==> src/rtl/mem_bus_arbiter.sv <==
// mem_bus_arbiter: shares one memory bus between icache and dcache and
// routes acceptance tags and data returns. Optional guard: ARB_STARVE_GUARD_EN.
module mem_bus_arbiter #(
  parameter int unsigned STARVE_LIMIT = 4
) (
  input  logic        clock,
  input  logic        reset,
  input  logic [1:0]  ic2arb_command,
  input  logic [63:0] ic2arb_addr,
  input  logic [1:0]  dc2arb_command,
  input  logic [63:0] dc2arb_addr,
  input  logic [63:0] dc2arb_data,
  input  logic [3:0]  mem2arb_response,
  input  logic [3:0]  mem2arb_tag,
  input  logic [63:0] mem2arb_data,
  output logic [1:0]  arb2mem_command,
  output logic [63:0] arb2mem_addr,
  output logic [63:0] arb2mem_data,
  output logic [3:0]  arb2ic_response,
  output logic [3:0]  arb2dc_response,
  output logic [3:0]  arb2ic_tag,
  output logic [3:0]  arb2dc_tag,
  output logic [63:0] arb2ic_data,
  output logic [63:0] arb2dc_data,
  output logic        arb_grant_dc
);

  localparam logic [1:0] BUS_NONE = 2'd0;
  localparam logic [1:0] BUS_LOAD = 2'd1;

  logic        ic_req;
  logic        dc_req;
  logic        force_ic;
  logic        grant_dc;
  logic        grant_ic;
  logic [15:0] pending_q;
  logic [15:0] pending_d;
  logic [15:0] owner_q;
  logic [15:0] owner_d;
  logic        ret_hit;
  logic        ret_own;
  logic        tbl_set;

  assign ic_req = (ic2arb_command != BUS_NONE);
  assign dc_req = (dc2arb_command != BUS_NONE);

`ifdef ARB_STARVE_GUARD_EN
  localparam logic [2:0] LIMIT = 3'(STARVE_LIMIT);

  logic [2:0] starve_q;
  logic [2:0] starve_d;

  assign force_ic = ic_req && (starve_q == LIMIT);

  // Count consecutive denied icache cycles, saturating at 7
  always_comb begin
    starve_d = '0;
    if (ic_req && !grant_ic) begin
      starve_d = (starve_q == 3'd7) ? starve_q : starve_q + 3'd1;
    end
  end

  // Starvation counter register
  always_ff @(posedge clock) begin
    if (reset) begin
      starve_q <= '0;
    end else begin
      starve_q <= starve_d;
    end
  end
`else
  logic unused_limit;
  assign unused_limit = ^STARVE_LIMIT;
  assign force_ic     = 1'b0;
`endif

  assign grant_dc     = dc_req && !force_ic;
  assign grant_ic     = ic_req && !grant_dc;
  assign arb_grant_dc = grant_dc;

  // Forward the granted command and steer the acceptance tag back
  always_comb begin
    arb2mem_command = BUS_NONE;
    arb2mem_addr    = '0;
    arb2mem_data    = '0;
    arb2ic_response = '0;
    arb2dc_response = '0;
    unique case (1'b1)
      grant_dc: begin
        arb2mem_command = dc2arb_command;
        arb2mem_addr    = dc2arb_addr;
        arb2mem_data    = dc2arb_data;
        arb2dc_response = mem2arb_response;
      end
      grant_ic: begin
        arb2mem_command = ic2arb_command;
        arb2mem_addr    = ic2arb_addr;
        arb2ic_response = mem2arb_response;
      end
      default: ;
    endcase
  end

  assign ret_hit = (mem2arb_tag != 4'd0) && pending_q[mem2arb_tag];
  assign ret_own = owner_q[mem2arb_tag];
  assign tbl_set = (mem2arb_response != 4'd0)
                && (arb2mem_command == BUS_LOAD);

  // Route a claimed data return to the controller that owns its tag
  always_comb begin
    arb2ic_tag = '0;
    arb2dc_tag = '0;
    if (ret_hit) begin
      if (ret_own) arb2dc_tag = mem2arb_tag;
      else         arb2ic_tag = mem2arb_tag;
    end
  end

  assign arb2ic_data = mem2arb_data;
  assign arb2dc_data = mem2arb_data;

  // Retire the returning tag, then record a new load; the set wins on a clash
  always_comb begin
    pending_d = pending_q;
    owner_d   = owner_q;
    if (ret_hit) pending_d[mem2arb_tag] = 1'b0;
    if (tbl_set) begin
      pending_d[mem2arb_response] = 1'b1;
      owner_d[mem2arb_response]   = grant_dc;
    end
    pending_d[0] = 1'b0;
    owner_d[0]   = 1'b0;
  end

  // Tag ownership table registers
  always_ff @(posedge clock) begin
    if (reset) begin
      pending_q <= '0;
      owner_q   <= '0;
    end else begin
      pending_q <= pending_d;
      owner_q   <= owner_d;
    end
  end

endmodule

==> config.mk <==
export PLATFORM = sky130hd
export DESIGN_NAME = mem_bus_arbiter
export DESIGN_NICKNAME = d
export VERILOG_FILES = /design/src/rtl/mem_bus_arbiter.sv
export SDC_FILE = /design/constraint.sdc
export NUM_CORES = 1
export LEC_CHECK = 0
export CAP_MARGIN = 30
export CORE_AREA = 2 2 211 213
export CTS_BUF_LIST = sky130_fd_sc_hd__clkbuf_4
export CTS_CLUSTER_DIAMETER = 150
export DETAILED_ROUTE_END_ITERATION = 7
export DIE_AREA = 0 0 213 215
export DONT_BUFFER_PORTS = 1
export GPL_TIMING_DRIVEN = 0
export HOLD_SLACK_MARGIN = 0.12
export SETUP_SLACK_MARGIN = 0.15
export SYNTH_ARGS = -nofsm -noshare
export SYNTH_HDL_FRONTEND = slang
export SYNTH_SLANG_ARGS = --single-unit
==> constraint.sdc <==
create_clock -name clock -period 2.1 [get_ports clock]
set_input_delay 0.42 -clock clock [delete_from_list [all_inputs] [get_ports clock]]
set_output_delay 0.42 -clock clock [all_outputs]
set_load 0.05 [all_outputs]
==> results by group, run 1 <==
Run status
  – Status: complete, but fails checks
  – Failing checks: negative setup slack

Yosys
  – Top-count cell post-synth: buf_4
  – Area leader, netlist: buf_4
  – Synth cell count leaders: buf_4, nor2b_1, a22o_1
  – Cell Area, Synth: 3804 sq um
  – Synth top area cells: buf_4, dfxtp_1, a22o_1
  – Yosys reg bits: 30
  – Yosys Warn Count: 0
  – Number of synthesized flops with an enable pin: 0
  – Mapped Avg Cell Area: 7.843 sq um
  – Most common flop cell mapped by yosys: dfxtp_1
  – Sequential share of the synthesized area: 0.1579
  – Unique masters post-synth: between 40 and 50
  – Synth Instances: just under 500
  – Synthesized Nets: between 700 and 800
  – Post-synth top area share: 0.2625
  – Synth async-reset ratio: 0

Timing
  – Fmax: 0.4051 GHz
  – Clock skew: 0 ns
  – Worst-margin pin slew: ~0.67 ns
  – Period Utilization, post-route: 1.175
  – Final Max Slew Viols: 0
  – # setup viols final: 8
  – Slew margin rel.: 0.5488
  – RSZ-0062 raised after global routing: true
  – Final WS setup: -0.3683 ns
  – Final setup TNS: -2.019 ns
  – Final Hold Fails: 0
  – Post-layout min period: ~2.5 ns

Placed design
  – IO Port Bufs: 0
  – Post-DP HPWL: approximately 24,000 um
  – GP Congestion: between 1 and 1.5
  – Placed cell count: between 1,000 and 1,500

Setup path
  – Startpoint types: flop
  – CP required: around 1.7 ns
  – CP max stage delay: between 0.5 and 0.6 ns
  – Crit Path Class: flop to output pin
  – Crit-path cells: mux4_2, a22oi_4, o31ai_4, nor3b_4
  – Master of the slowest instance on the critical path: mux4_2
  – Reg2reg setup slack: about 1.4 ns
  – CP max FO: 3
  – Crit path launch: owner_q[13]
  – CP Capture Type: output pin
  – Data arrival, critical path: between 2 and 2.5 ns
  – Reg2Reg Launch Point: owner_q[11]

Cells and area
  – Layout net count: 778
  – Post-Layout Cell Count: around 1,100
  – Fin util: 0.1308
  – Share of layout cells above drive strength 1: 0.6935
  – P&R area growth vs syn: 50.10%

Min path
  – Hold Crit Class: input port to flop
  – Hold Crit Start: mem2arb_response[3]

GRT
  – Vias in the first global route: roughly 3,500
  – Global route overflow: 0
  – GRT Total Usage: 0.1079
  – Largest net degree at the start of global routing: 11
  – First-pass GRT wire length: about 33,000 um
  – Antenna violations before repair: 16

Drt
  – DR vias: roughly 3,800
  – Remaining antenna violation count: 0
  – Via density: 3.413
  – Pre-antenna DRT Iters: 4
  – Initial DRC count: roughly 130
  – Routed WL: between 20,000 and 30,000 um
  – Wire per inst: about 24 um
  – Residual DRC: 0

Clocking
  – Reg clk slew, reported paths: approximately 0.090 ns
  – CTS Buffer Depth: 2
  – Latest clock arrival within the worst-skew pair: 0.33 ns
  – CTS Sinks: 30
  – Total CTS buffers: 5
  – CTS tree: built
  – Htree depth: 2
  – Clock Root Buffer: clkbuf_4

Floorplan
  – Die height: 215 um
  – Die footprint: 45,800 sq um
  – Cell row count: 77
  – Ports: 545
  – Initial core utilization: 0.08715
  – Die X: approximately 210 um
  – Core ar.: about 44,000 sq um

Pwr
  – Switching power total: ~1.8 mW
  – Leakage: approximately 2.3 nW
  – Pwr Density: ~530 nW/um^2
  – Internal power: 1.265 mW
  – Worst vdd ir: roughly 0.25 mV
  – Net Sw Frac: 0.5842
  – Power share of the clock group: 0.109
  – Comb pwr share: 0.699
  – Sequential share of power: 0.192

Job
  – Max-cap violations: 0
## flip-flops by register name, summed over array words and instances, names as in the netlist
register   cells
pending_q     15
owner_q       15
## cells by family after synthesis
| logic type | after synthesis | share of synthesized area |
|---|---|---|
| buffers and inverters | 175 | 0.3099 |
| and+or+nand+nor | 140 | 0.2145 |
| DFF | 30 | 0.1579 |
| muxes | 13 | 0.05526 |
| AOI/OAI and AO/OA | 127 | 0.2625 |
## path summary, 6_finish.rpt
kind,endpoint,cells after the start
worst min-delay path,pending_q[2],3
worst max-delay path,arb2ic_tag[1],4
worst max register to register,owner_q[11],2
worst min register to register,owner_q[3],2
## per-stage QoR
| stage | hold slack [ns] | power, mW | instance area [sq um] | worst slack (ns) |
|---|---|---|---|---|
| floorplan | 0.4437 | 2.377 | 4155 | -0.2306 |
| global placement | 0.4588 | 2.552 | 4896 | -0.8264 |
| detailed placement | 0.4615 | 2.578 | 5012 | -0.4456 |
| CTS | 0.3043 | 3.030 | 5595 | -0.4268 |
| global route | 0.3135 | 3.128 | 5704 | -0.4284 |
| finish | 0.3134 | 3.042 | 5709 | -0.3683 |
## critical path: cells and delay by family, from the launching register on
kind / cells / cell delay (ns)
simple gates: 1 / 0.50
compound gates: 2 / 0.36
flops: 1 / 0.33
mux: 1 / 0.52
## cell type report
type                       count  area, sq um
buffer                       166         1245
timing repair buffer          16        168.9
antenna                        3        7.507
clock inverter                 2        8.758
tap                          592        740.7
sequential                    30        606.8
fill                        4975        37930
inverter                       9        33.78
clock buffer                   6        45.04
multi-input combinational    280         2853
## power groups by stage
stage	clock (mW)	sequential (mW)	combinational, mW
after detailed placement	0	0.596	1.98
final	0.332	0.583	2.13
after CTS	0.342	0.582	2.10
after floorplan	0	0.594	1.78
after global routing	0.372	0.584	2.17
after global placement	0	0.595	1.96
## cell usage in the layout, fill, tap and decap left out, types with 10 or more instances in the layout
| master | instances |
|---|---|
| nor2b_4 | 10 |
| nor3_1 | 11 |
| and3_1 | 12 |
| clkbuf_2 | 10 |
| dfxtp_1 | 25 |
| nor2b_2 | 49 |
| buf_4 | 140 |
| nand2_1 | 15 |
| buf_6 | 12 |
| clkbuf_4 | 10 |
| a22o_4 | 57 |
| o21ai_0 | 15 |
| a21oi_1 | 27 |
| nor2b_1 | 14 |
## per-layer routing
layer	global-route usage	share of wire
met1	0.1315	0.40
met2	0.1780	0.48
met3	0.02207	0.061
met4	0.05594	0.063
met5	0	0
## what timing repair did
| item | CTS | global route |
|---|---|---|
| hold buffers | 0 | 0 |
| resized for setup | 149 | 35 |
| buffers inserted | 5 | 0 |
| setup endpoints to repair | 136 | 66 |
| cloned | 1 | 0 |
| pin swaps | 12 | 16 |
(Power assumes the default switching activity.)
==> run 2: changes to the inputs <==
--- a/config.mk
+++ b/config.mk
@@ -14,6 +14,7 @@
 export DONT_BUFFER_PORTS = 1
 export GPL_TIMING_DRIVEN = 0
 export HOLD_SLACK_MARGIN = 0.12
+export PLACE_DENSITY = 0.31
 export SETUP_SLACK_MARGIN = 0.15
 export SYNTH_ARGS = -nofsm -noshare
 export SYNTH_HDL_FRONTEND = slang
==> results by group, run 2 (synthesis results as in run 1) <==
Cells and area
  – Commonest non-fill, non-tap cells in the layout: buf_4, nor2b_2, a22o_4, a21oi_1, dfxtp_1 (was buf_4, a22o_4, nor2b_2, a21oi_1, dfxtp_1)
  – Largest regs: owner_q x15, pending_q x15 (unchanged)
  – Post-Layout Cell Count: 1,101 (was 1,104)
  – Commonest non-fill, non-tap cell in the layout: buf_4 (unchanged)
  – Layout net count: 774 (was 778)
  – Share of layout cells above drive strength 1: 0.6925 (was 0.6935)
  – P&R area growth vs syn: 44.38% (was 50.10%)

Floorplan
  – Core ar.: 43,640 sq um (unchanged)
  – Ports: 545 (unchanged)
  – Die X: 213 um (unchanged)
  – Die height: 215 um (unchanged)
  – Cell row count: 77 (unchanged)
  – Initial core utilization: 0.08715 (unchanged)
  – Die footprint: 45,800 sq um (unchanged)

Drt
  – Met3 routed WL: 2241 um (was 1634 um)
  – Remaining antenna violation count: 0 (unchanged)
  – Via density: 3.390 (was 3.413)
  – Routed WL: 24,220 um (was 26,730 um)
  – Initial DRC count: 177 (was 133)
  – M1 wire length: 9849 um (was 10,650 um)
  – Pre-antenna DRT Iters: 4 (unchanged)
  – DR WL met2: 11,400 um (was 12,750 um)
  – DR vias: 3,732 (was 3,768)
  – Residual DRC: 0 (unchanged)
  – DR top layer: met4 (unchanged)
  – Wire per inst: 21.99 um (was 24.21 um)

Setup path
  – Master of the slowest instance on the critical path: mux4_2 (unchanged)
  – Crit Path Class: flop to output pin (unchanged)
  – Data arrival, critical path: 2.08 ns (was 2.05 ns)
  – Crit-path cells: mux4_2, a22oi_4, o31ai_4, nor3b_4 (unchanged)
  – CP max FO: 2 (was 3)
  – Startpoint types: flop (unchanged)
  – CP required: 1.68 ns (about the same)
  – CP max stage delay: 0.53 ns (was 0.52 ns)
  – CP delay by family, top: multiplexers (unchanged)
  – CP Capture Type: output pin (unchanged)
  – Worst Path Buf+Inv: 0 (unchanged)

Clocking
  – Latest clock arrival within the worst-skew pair: 0.32 ns (was 0.33 ns)
  – # hold bufs at CTS: 0 (unchanged)
  – Total CTS buffers: 5 (unchanged)
  – Reg clk slew, reported paths: 0.10 ns (was 0.09 ns)
  – CTS Sinks: 30 (unchanged)
  – Clock Root Buffer: clkbuf_4 (unchanged)
  – CTS Buffer Depth: 2 (unchanged)
  – Htree depth: 2 (unchanged)
  – CTS tree: built (unchanged)

GRT
  – Largest net degree at the start of global routing: 11 (unchanged)
  – GRT Total Usage: 0.09762 (was 0.1079)
  – Antenna violations before repair: 16 (unchanged)
  – Vias in the first global route: 3,579 (was 3,454)
  – Global route overflow: 0 (unchanged)
  – First-pass GRT wire length: 31,070 um (was 33,220 um)

Timing
  – Period Utilization, post-route: 1.189 (was 1.175)
  – RSZ-0062 raised after global routing: true (unchanged)
  – Slew margin rel.: 0.5571 (was 0.5488)
  – Final Hold Fails: 0 (unchanged)
  – Worst-margin pin slew: 0.6662 ns (was 0.6742 ns)
  – Final WS setup: -0.3974 ns (was -0.3683 ns)
  – Final Max Slew Viols: 0 (unchanged)
  – Fmax: 0.4004 GHz (was 0.4051 GHz)
  – Post-layout min period: 2.497 ns (was 2.468 ns)
  – Worst hold slack: 0.3089 ns (was 0.3134 ns)
  – Clock skew: 0 ns (unchanged)
  – # setup viols final: 7 (was 8)

Placed design
  – Placed cell count: 1,083 (was 1,087)
  – IO Port Bufs: 0 (unchanged)
  – GP Congestion: 1.032 (was 1.036)
  – Post-DP HPWL: 21,360 um (was 23,860 um)

Job
  – Max-cap violations: 0 (unchanged)

Min path
  – Hold Crit Class: input port to flop (unchanged)

Pwr
  – Worst vdd ir: 0.1786 mV (was 0.2463 mV)
  – Leakage: 2.148 nW (was 2.267 nW)
  – Pwr Density: 542.4 nW/um^2 (was 532.8 nW/um^2)

Run status
  – Failing checks: negative setup slack (unchanged)
  – Status: complete, but fails checks (unchanged)
[run 2: cell count changes in the layout (fill, tap and decap cells not counted), moves of 4 or more]
cell	previous run	this run
a22o_2	7	20
a22o_4	57	44
buf_2	4	9
buf_4	140	136
buf_8	5	0
nor2b_2	49	60
nor2b_4	10	1
[run 2: report_power, final]
part	leakage, nW	internal, mW	switching, mW
registers	0.244	0.578	0.00521
logic	1.87	0.504	1.54
clock network	0.0322	0.152	0.199
total	2.15	1.23	1.74
[run 2: worst paths after layout]
| check | slack, ns | startpoint | end | cells past startpoint |
|---|---|---|---|---|
| setup / recovery | -0.40 | owner_q[13] | arb2ic_tag[1] | 4 |
| hold / removal | 0.31 | mem2arb_response[3] | pending_q[2] | 3 |
| setup reg to reg | 1.39 | owner_q[4] | owner_q[4] | 2 |
| hold reg to reg | 0.48 | owner_q[11] | owner_q[11] | 2 |
[run 2: routing by layer]
metal,vias up,global-route usage
met2,268,0.1553
met4,0,0.02471
met1,1820,0.1260
met5,-,0
li1,1614,-
met3,30,0.03215
[run 2: per-stage QoR]
step	setup slack [ns]	utilization	cell area [sq um]	power, mW	setup TNS (ns)
3_3_place_gp	-0.8051	0.1122	4896	2.546	-70.42
2_1_floorplan	-0.2306	-	4155	2.377	-0.8060
3_5_place_dp	-0.8899	0.1137	4964	2.549	-79.31
4_1_cts	-0.4278	0.1235	5390	2.993	-2.880
5_1_grt	-0.4930	0.1257	5487	3.076	-2.977
6_report	-0.3974	0.1258	5492	2.978	-2.336
[run 2: what timing repair did]
action / 4_1_cts / 5_1_grt
pin swaps: 5 / 4
resized for setup: 122 / 23
endpoints found under the setup margin: 145 / 41
setup buffers: 7 / 0
[run 2: area by class of cell]
class,instances,area (sq um)
Fill cell,5026,38150
Multi-Input combinational cell,280,2719
Buffer,165,1196
Tap cell,592,740.7
Sequential cell,30,605.6
Timing Repair Buffer,13,131.4
Clock buffer,7,52.55
Inverter,9,33.78
Antenna cell,5,12.51
[run 2: worst min-delay path, stage by stage]
cell,delay [ns]
a2111oi_4,0.05
nand2_1,0.06
a21oi_1,0.05
